<file path="src/rtl/hack_mem_arbiter.sv">
// Shares the Hack data memory between the CPU data port and a screen-scanout reader.
// Optional grant/conflict statistics counters are enabled with `define ARB_STATS_EN.
module hack_mem_arbiter #(
  parameter int                ADDR_W       = 15,
  parameter int                DATA_W       = 16,
  parameter logic [ADDR_W-1:0] SCREEN_BASE  = 15'h4000,
  parameter logic [ADDR_W-1:0] KBD_ADDR     = 15'h6000,
  parameter int                STARVE_LIMIT = 4
) (
  input  logic              clk,
  input  logic              reset,
  input  logic              cpu_req,
  input  logic              cpu_we,
  input  logic [ADDR_W-1:0] cpu_addr,
  input  logic [DATA_W-1:0] cpu_wdata,
  output logic              cpu_gnt,
  output logic [DATA_W-1:0] cpu_rdata,
  output logic              cpu_err,
  input  logic              scan_req,
  input  logic [12:0]       scan_offset,
  output logic              scan_gnt,
  output logic [DATA_W-1:0] scan_rdata,
  output logic [ADDR_W-1:0] mem_address,
  output logic [DATA_W-1:0] mem_in,
  output logic              mem_load,
  input  logic [DATA_W-1:0] mem_out
`ifdef ARB_STATS_EN
  ,
  output logic [15:0]       stat_cpu_grants,
  output logic [15:0]       stat_scan_grants,
  output logic [15:0]       stat_conflicts
`endif
);

  localparam int STREAK_W = (STARVE_LIMIT < 8) ? 3 : $clog2(STARVE_LIMIT + 1);
  localparam logic [STREAK_W-1:0] LIMIT = STREAK_W'(STARVE_LIMIT);

  logic                cmd_valid;
  logic                cmd_scan;
  logic                cmd_we;
  logic [ADDR_W-1:0]   cmd_addr;
  logic [DATA_W-1:0]   cmd_wdata;
  logic [STREAK_W-1:0] scan_streak;

  logic              cpu_win;
  logic              scan_win;
  logic [ADDR_W-1:0] scan_addr;
  logic              active;
  logic              blocked;

  // The CPU only loses a conflict while the scan streak is below the limit.
  always_comb begin
    cpu_win   = cpu_req & (~scan_req | (scan_streak == LIMIT));
    scan_win  = scan_req & ~cpu_win;
    scan_addr = SCREEN_BASE + ADDR_W'(scan_offset);
  end

  always_ff @(posedge clk) begin
    if (reset) begin
      cmd_valid   <= 1'b0;
      cmd_scan    <= 1'b0;
      cmd_we      <= 1'b0;
      cmd_addr    <= '0;
      cmd_wdata   <= '0;
      scan_streak <= '0;
    end else begin
      cmd_valid <= cpu_req | scan_req;
      cmd_scan  <= scan_win;
      cmd_we    <= cpu_win & cpu_we;
      cmd_addr  <= cpu_win ? cpu_addr : scan_addr;
      cmd_wdata <= cpu_win ? cpu_wdata : '0;
      if (!cpu_req || cpu_win)
        scan_streak <= '0;
      else if (scan_win && scan_streak != LIMIT)
        scan_streak <= scan_streak + 1'b1;
    end
  end

  // Gating with reset keeps a latched write from committing during the reset cycle.
  always_comb begin
    active      = cmd_valid & ~reset;
    blocked     = cmd_we & (cmd_addr >= KBD_ADDR);
    cpu_gnt     = active & ~cmd_scan;
    scan_gnt    = active & cmd_scan;
    cpu_err     = cpu_gnt & blocked;
    mem_load    = active & cmd_we & ~blocked;
    mem_address = active ? cmd_addr : '0;
    mem_in      = active ? cmd_wdata : '0;
    cpu_rdata   = mem_out;
    scan_rdata  = mem_out;
  end

`ifdef ARB_STATS_EN
  always_ff @(posedge clk) begin
    if (reset) begin
      stat_cpu_grants  <= '0;
      stat_scan_grants <= '0;
      stat_conflicts   <= '0;
    end else begin
      if (cpu_gnt && stat_cpu_grants != 16'hFFFF)
        stat_cpu_grants <= stat_cpu_grants + 16'd1;
      if (scan_gnt && stat_scan_grants != 16'hFFFF)
        stat_scan_grants <= stat_scan_grants + 16'd1;
      if (cpu_req && scan_req && stat_conflicts != 16'hFFFF)
        stat_conflicts <= stat_conflicts + 16'd1;
    end
  end
`endif

endmodule
</file>
<file path="config.mk">
export PLATFORM = sky130hd
export DESIGN_NAME = hack_mem_arbiter
export DESIGN_NICKNAME = d
export VERILOG_FILES = /design/src/rtl/hack_mem_arbiter.sv
export SDC_FILE = /design/constraint.sdc
export NUM_CORES = 1
export LEC_CHECK = 0
export BUFFER_PORTS_ARGS = -buffer_cell sky130_fd_sc_hd__buf_4
export CORE_MARGIN = 1
export CORE_UTILIZATION = 36
export CTS_CLUSTER_DIAMETER = 30
export DETAILED_ROUTE_END_ITERATION = 8
export HOLD_SLACK_MARGIN = 0.12
export PLACE_DENSITY = 0.71
export SLEW_MARGIN = 20
export SYNTH_ARGS = -nofsm -noshare
export SYNTH_HDL_FRONTEND = slang
export SYNTH_SLANG_ARGS = --single-unit
</file>
<file path="constraint.sdc">
create_clock -name clk -period 1.5 [get_ports clk]
set_clock_uncertainty 0.15 [all_clocks]
set_input_delay 0.225 -clock clk [delete_from_list [all_inputs] [get_ports clk]]
set_output_delay 0.225 -clock clk [all_outputs]
set_load 0.05 [all_outputs]
</file>
==> impl_results.md, run 1 <==
- Status: finished, violations left
- Failing checks: setup timing
- Worst-path clk slew: 0.07 ns
- Final slew viol count: 0
- Final Instance Area: 3080 um^2
- Drt drc: 0
- Max-Slew Margin vs Limit: 86.6%
- Highest clock rate: 599 MHz
- RSZ-0062 raised after global routing: true
- WHS: 0.138 ns
- CTS tree: done
- Setup ws final: -0.170 ns
- Post-synth top area share: 40.8%
- Most frequent cells in the layout: buf_4, and2_1, dlygate4sd3_1
- Congestion Overflow GR: 0
- Worst setup SP type: flop
- # diodes: 0
- Top Ports: 132
- TritonCTS Buffers: 5
- Worst Tran Pin Value: 0.200 ns
- Avg Vias per Cell: 4.09
- Max clock buf depth: 2
- Clk Latency, worst-skew pair: 0.28 ns
- Worst VDD drop: 0.000446 V
- Minimum clock period: 1.67 ns
- Initial antenna violation count: 0
- Static leakage: 1.40 nW
- Reg area: 743 um^2
- Fillcell total: 397
- Synth Instances: 191
- Largest net degree at the start of global routing: 27
- Layout area overhead: 69.5%
- WL/cell: 11.1 um
- Die area: 5330 um^2
- Starting density of the core: 37.9%
- Multi-input logic area: 806 um^2
- Die H: 73.0 um
- Row Count: 25
- Crit-path max FO: 4
- H-tree Lvls: 2
- DRT antenna net count: 0
- Commonest non-fill, non-tap cell in the layout: buf_4
- Net Sw Frac: 24.2%
- Setup TNS: -4.56 ns
- Global-route wire length before repair: 6090 um
- Pint: 1.63 mW
- Part of the power in registers: 48.3%
- Clk network pwr share: 30.2%
- Min-Delay Path Class: input port to flop
- Root Buffer Master: clkbuf_8
- Post-synthesis register bit count: 37
- CP arrival: 1.30 ns
- Iter 0 DRT Violations: 23
- NumNets Final: 366
- WS Path Type: flop to primary output
- Top post-synthesis cells by area: dfxtp_1, and2_1, buf_4
- GRT Util Overall: 15.3%
- Mapped Area: 1810 um^2
- Syn_area_per_cell: 9.50 um^2
- Gpl congestion: 0.776
- Number of port buffers: 83
- Synth cell types: 24
- Final hold violation count: 0
- Post-Route WL: 4060 um
- Max-Cap Viols: 0
- Final worst path period share: 111%
- Synthesized net count: 258
- Via Count: 1,500
- Logic pwr share: 21.5%
- Clock sinks: 37
- DP Area: 2310 um^2
- Net Sw Power: 520 uW
- PD cells: 698 nW/um^2
- Register area share after synthesis: 40.8%
- Chip width: 73.0 um
- Worst EP required: 1.12 ns
- Number of warnings issued by yosys: 0
- DR pass1 iterations: 2
- Final setup viols: 35
- Vias in the first global route: 1,423
- Critical Path End Type: primary output
- Yosys top cell by area: dfxtp_1
- Layout cells sized above 1: 37.3%
- Core ar.: 4790 um^2
sequential cells by signal, indices dropped and copies added, names as in the netlist:
name / count
scan_streak: 3
cmd_valid: 1
cmd_we: 1
cmd_wdata: 16
cmd_addr: 15
cmd_scan: 1
power groups by stage:
stage                     Combinational (mW)  Clock (mW)  Sequential [mW]
final                                  0.461       0.649             1.04
after global routing                   0.493       0.713             1.04
after CTS                              0.448       0.679             1.04
after detailed placement               0.324           0             1.06
after global placement                 0.321           0             1.06
after floorplan                        0.404           0             1.06
cell usage after synthesis:
library cell  number
nor3_1             1
nor2_1             5
ha_1               2
nand2b_1          26
nor3_4             1
and2_1            52
inv_2              1
inv_1              2
nor3b_2            1
nor2b_1            1
buf_2              2
a21boi_4           1
buf_6              1
dfxtp_1           37
mux2i_1           14
a21oi_1            1
nand3b_1           1
buf_4             32
nand2_1            1
and3_1             1
nor2b_2            1
clkbuf_1           5
and4_1             1
nor2_4             1
layer usage:
| layer | GRT usage, % | vias to the layer above | share of wire (%) | wire, um |
|---|---|---|---|---|
| li1 | - | 770 | - | - |
| met1 | 15.0 | 643 | 39 | 1600 |
| met2 | 26.2 | 75 | 48 | 1930 |
| met3 | 8.29 | 12 | 11 | 436 |
| met4 | 7.19 | 0 | 2.2 | 88 |
| met5 | 0 | - | 0 | 0 |
cell families (layout without fill, tap and decap cells):
kind of cell	count (synthesis)	count (layout)	share of synthesized area, %
fa+ha+maj	2	2	1.38
buf+inv	43	152	16.1
compound gates	2	2	1.31
mux	14	14	7.72
flops	37	37	40.8
simple gates	93	93	32.7
layout make-up:
type                            count  area share, %
Multi-Input combinational cell    111           26.2
Timing Repair Buffer              141           43.9
Clock inverter                      2          0.325
Inverter                            3          0.366
Sequential cell                    37           24.2
Clock buffer                        6           2.36
Tap cell                           67           2.73
worst max-delay path: stages, from the launching register on:
cell     delay [ns]
dfxtp_1        0.32
nor2b_4        0.17
nor2b_4        0.16
and4_4         0.22
buf_8          0.14
final timing paths:
path / startpoint / end / slack (ns) / cells past startpoint
max: cmd_valid / cpu_err / -0.17 / 4
min: reset / cmd_scan / 0.14 / 3
max reg2reg: scan_streak[1] / cmd_addr[6] / 0.08 / 6
min reg2reg: scan_streak[0] / scan_streak[0] / 0.39 / 2
what timing repair did:
item                                   4_1_cts  5_1_grt
setup endpoints to repair                   67       67
pin swaps                                    3        4
endpoints found under the hold margin       35        0
setup buffers                                4        1
cloned                                       0        1
hold buffers                                47        0
resized for setup                           35        8
metrics by stage:
step           power [mW]  utilization [%]  std cells  setup slack, ns
4_1_cts              2.16             63.4        367           -0.190
3_3_place_gp         1.38             48.2        308          -0.0329
3_5_place_dp         1.38             48.2        308          -0.0861
2_1_floorplan        1.46                -        191          -0.0682
5_1_grt              2.25             64.3        367           -0.239
6_report             2.15             64.3        367           -0.170
(Power assumes the default switching activity.)
==> run 2, diff against run 1 <==
Settings changed: ABC_AREA from default to 1, CORE_UTILIZATION 36 to 37, PLACE_DENSITY 0.71 to 0.72.
==> run 2 against run 1 <==
Compared with the run above:
- the flow still finishes with violations (setup timing)
- sequential power barely moved
- critical path depth unchanged
- via count is 24% higher
- routed wire length rose by 20%
- fmax up 5.3%
- global-route usage increased by 3.1 points
- cell count rose by 19%
- sequential share of layout area shrank 0.65 points
- register-to-register slack better by 0.05 ns
- first-iteration DRC count rose by 130%
- worst setup slack improved by 0.085 ns
- die area rose by 0.11%
- critical path type unchanged
- highest routed layer unchanged
==> impl_results.md, run 2 <==
- Final hold violation count: 0 (unchanged)
- Status: finished, violations left (unchanged)
- Iter 0 DRT Violations: 54 (was 23)
- Most numerous cell in the Yosys netlist: inv_1 (was and2_1)
- Setup ws final: -0.0858 ns (was -0.170 ns)
- Largest Register: cmd_wdata (unchanged)
- Via Count: 1,864 (was 1,500)
- Vias in the first global route: 1,731 (was 1,423)
- DRT antenna net count: 0 (unchanged)
- Clock sinks: 37 (unchanged)
- Post-Place Cells: 384 (was 308)
- Final setup viols: 32 (was 35)
- CP arrival: 1.21 ns (was 1.30 ns)
- Row Count: 25 (unchanged)
- Synth Instances: 273 (was 191)
- Layout cells sized above 1: 35.8% (was 37.3%)
- DP Area: 2330 um^2 (was 2310 um^2)
- Die H: 73.0 um (about the same)
- Most used DFF post-synth: dfxtp_1 (unchanged)
- Chip width: 73.0 um (about the same)
- Final slew viol count: 0 (unchanged)
- Most common library cells after synthesis: inv_1, nor2_1, dfxtp_1, buf_4, nand2_1 (was and2_1, dfxtp_1, buf_4, nand2b_1, mux2i_1)
- Max-Slew Margin vs Limit: 78.8% (was 86.6%)
- Min-Delay Path Class: input port to flop (unchanged)
- Synthesized net count: 340 (was 258)
- WL/cell: 11.1 um (about the same)
- Synth cell types: 16 (was 24)
- Max clock buf depth: 2 (unchanged)
- Crit-path max FO: 9 (was 4)
- Post-synth top area share: 39.7% (was 40.8%)
- Final Util: 66.0% (was 64.3%)
- Congestion Overflow GR: 0 (unchanged)
- Worst VDD drop: 0.000599 V (was 0.000446 V)
- Clk Latency, worst-skew pair: 0.29 ns (was 0.28 ns)
- WS Path Type: flop to primary output (unchanged)
- Static leakage: 1.53 nW (was 1.40 nW)
- Max-Cap Viols: 0 (unchanged)
- Top Ports: 132 (unchanged)
- Drt drc: 0 (unchanged)
- Worst setup SP type: flop (unchanged)
- Die area: 5330 um^2 (about the same)
- Most frequent cells in the layout: inv_1, buf_4, dlygate4sd3_1 (was buf_4, and2_1, dlygate4sd3_1)
- Critical path's slowest cell: dfxtp_2 (was dfxtp_1)
- Top post-synthesis cells by area: dfxtp_1, buf_4, inv_1 (was dfxtp_1, and2_1, buf_4)
- Ys async rst share: 0% (unchanged)
- Highest clock rate: 631 MHz (was 599 MHz)
- Critical Path End Type: primary output (unchanged)
- TritonCTS Buffers: 5 (unchanged)
- Fillcell total: 390 (was 397)
- Worst Tran Pin Value: 0.319 ns (was 0.200 ns)
- Worst-path clk slew: 0.07 ns (about the same)
- Layout Cells excl Fill: 438 (was 367)
- Post-synthesis register bit count: 37 (unchanged)
- Gpl congestion: 0.704 (was 0.776)
- Number of warnings issued by yosys: 0 (unchanged)
- Root Buffer Master: clkbuf_8 (unchanged)
- Number of port buffers: 83 (unchanged)
- Minimum clock period: 1.59 ns (was 1.67 ns)
- Register area share after synthesis: 39.7% (was 40.8%)
- Pre-CTS WS: 0.0591 ns (was -0.0861 ns)
- Starting density of the core: 39.0% (was 37.9%)
- Avg Vias per Cell: 4.26 (was 4.09)
- Global-route wire length before repair: 7350 um (was 6090 um)
- Failing checks: setup timing (unchanged)
- Largest register FFs: 16 (unchanged)
- Core ar.: 4790 um^2 (unchanged)
- CTS tree: done (unchanged)
- GRT Util Overall: 18.4% (was 15.3%)
- Mapped Area: 1870 um^2 (was 1810 um^2)
- CP peak stage delay: 0.35 ns (was 0.32 ns)
- Syn_area_per_cell: 6.84 um^2 (was 9.50 um^2)
- Setup TNS: -1.65 ns (was -4.56 ns)
- Largest net degree at the start of global routing: 32 (was 27)
- Initial antenna violation count: 0 (unchanged)
- NumNets Final: 437 (was 366)
- Post-Route WL: 4860 um (was 4060 um)
- Layout area overhead: 69.3% (was 69.5%)
- Yosys top cell by area: dfxtp_1 (unchanged)
- Number of synthesized flops with an enable pin: 0 (unchanged)
- PD cells: 709 nW/um^2 (was 698 nW/um^2)
- Final Instance Area: 3160 um^2 (was 3080 um^2)
- H-tree Lvls: 2 (unchanged)
- # diodes: 0 (unchanged)
- Biggest regs: cmd_wdata (16), cmd_addr (15), scan_streak (3) (unchanged)
- DR pass1 iterations: 4 (was 2)
- Crit path cell chain: nand2_4 > clkbuf_16 > nor2_2 > buf_6 (was nor2b_4 > nor2b_4 > and4_4 > buf_8)
- Worst EP required: 1.12 ns (about the same)
- Final worst path period share: 106% (was 111%)
- Hpwl dp: 2670 um
- RSZ-0062 raised after global routing: true (unchanged)
- Commonest non-fill, non-tap cell in the layout: inv_1 (was buf_4)
run 2: layout make-up:
cell class	instances	area, um^2	share of cell area (%)
Inverter	68	255	8.08
Clock inverter	2	10.0	0.317
Sequential cell	37	743	23.5
Multi-Input combinational cell	124	691	21.9
Clock buffer	6	72.6	2.30
Timing Repair Buffer	134	1310	41.3
Tap cell	67	83.8	2.65
run 2: path summary, 6_finish.rpt:
path | to | start | depth (start not counted) | slack [ns]
setup reg to reg | cmd_addr[7] | scan_streak[0] | 7 | 0.13
hold reg to reg | scan_streak[0] | scan_streak[0] | 1 | 0.27
setup / recovery | scan_gnt | cmd_valid | 4 | -0.09
hold / removal | cmd_addr[12] | cpu_addr[12] | 5 | 0.13
run 2: worst max-delay path, delay by kind of cell, from the launching register on:
| kind | cells | cell delay, ns |
|---|---|---|
| flip-flops | 1 | 0.35 |
| buffers and inverters | 2 | 0.36 |
| AND/OR/NAND/NOR | 2 | 0.21 |
run 2: layer usage:
layer	vias up	routed length, um	GRT usage [%]
met2	69	2630	34.9
li1	942	-	-
met5	-	0	0
met3	23	283	5.66
met4	0	202	10.7
met1	830	1740	17.1
run 2: report_power, final:
| group | total [mW] | switching [mW] | internal, mW |
|---|---|---|---|
| logic | 0.531 | 0.260 | 0.271 |
| registers | 1.04 | 0.0162 | 1.03 |
| clock network | 0.666 | 0.344 | 0.322 |
run 2: metrics by stage:
| stage | total power, mW | hold slack [ns] |
|---|---|---|
| floorplan | 1.50 | 0.187 |
| global placement | 1.43 | 0.280 |
| detailed placement | 1.44 | 0.290 |
| CTS | 2.23 | 0.122 |
| global route | 2.35 | 0.145 |
| finish | 2.24 | 0.126 |
run 2: logic make-up (layout without fill, tap and decap cells):
logic type	count (synthesis)	count (layout)	synth area share [%]
AND/OR/NAND/NOR	106	106	23.5
AO/OA/AOI/OAI	15	15	4.02
flip-flops	37	37	39.7
adder cells (fa/ha/maj)	2	2	1.34
XOR/XNOR	1	1	0.469
buffers and inverters	112	210	31.0
run 2: timing repair:
item,4_1_cts,5_1_grt
endpoints found under the hold margin,35,0
endpoints found under the setup margin,34,51
buffers inserted,0,0
resized for setup,43,35
cloned,0,1
hold buffers,45,0
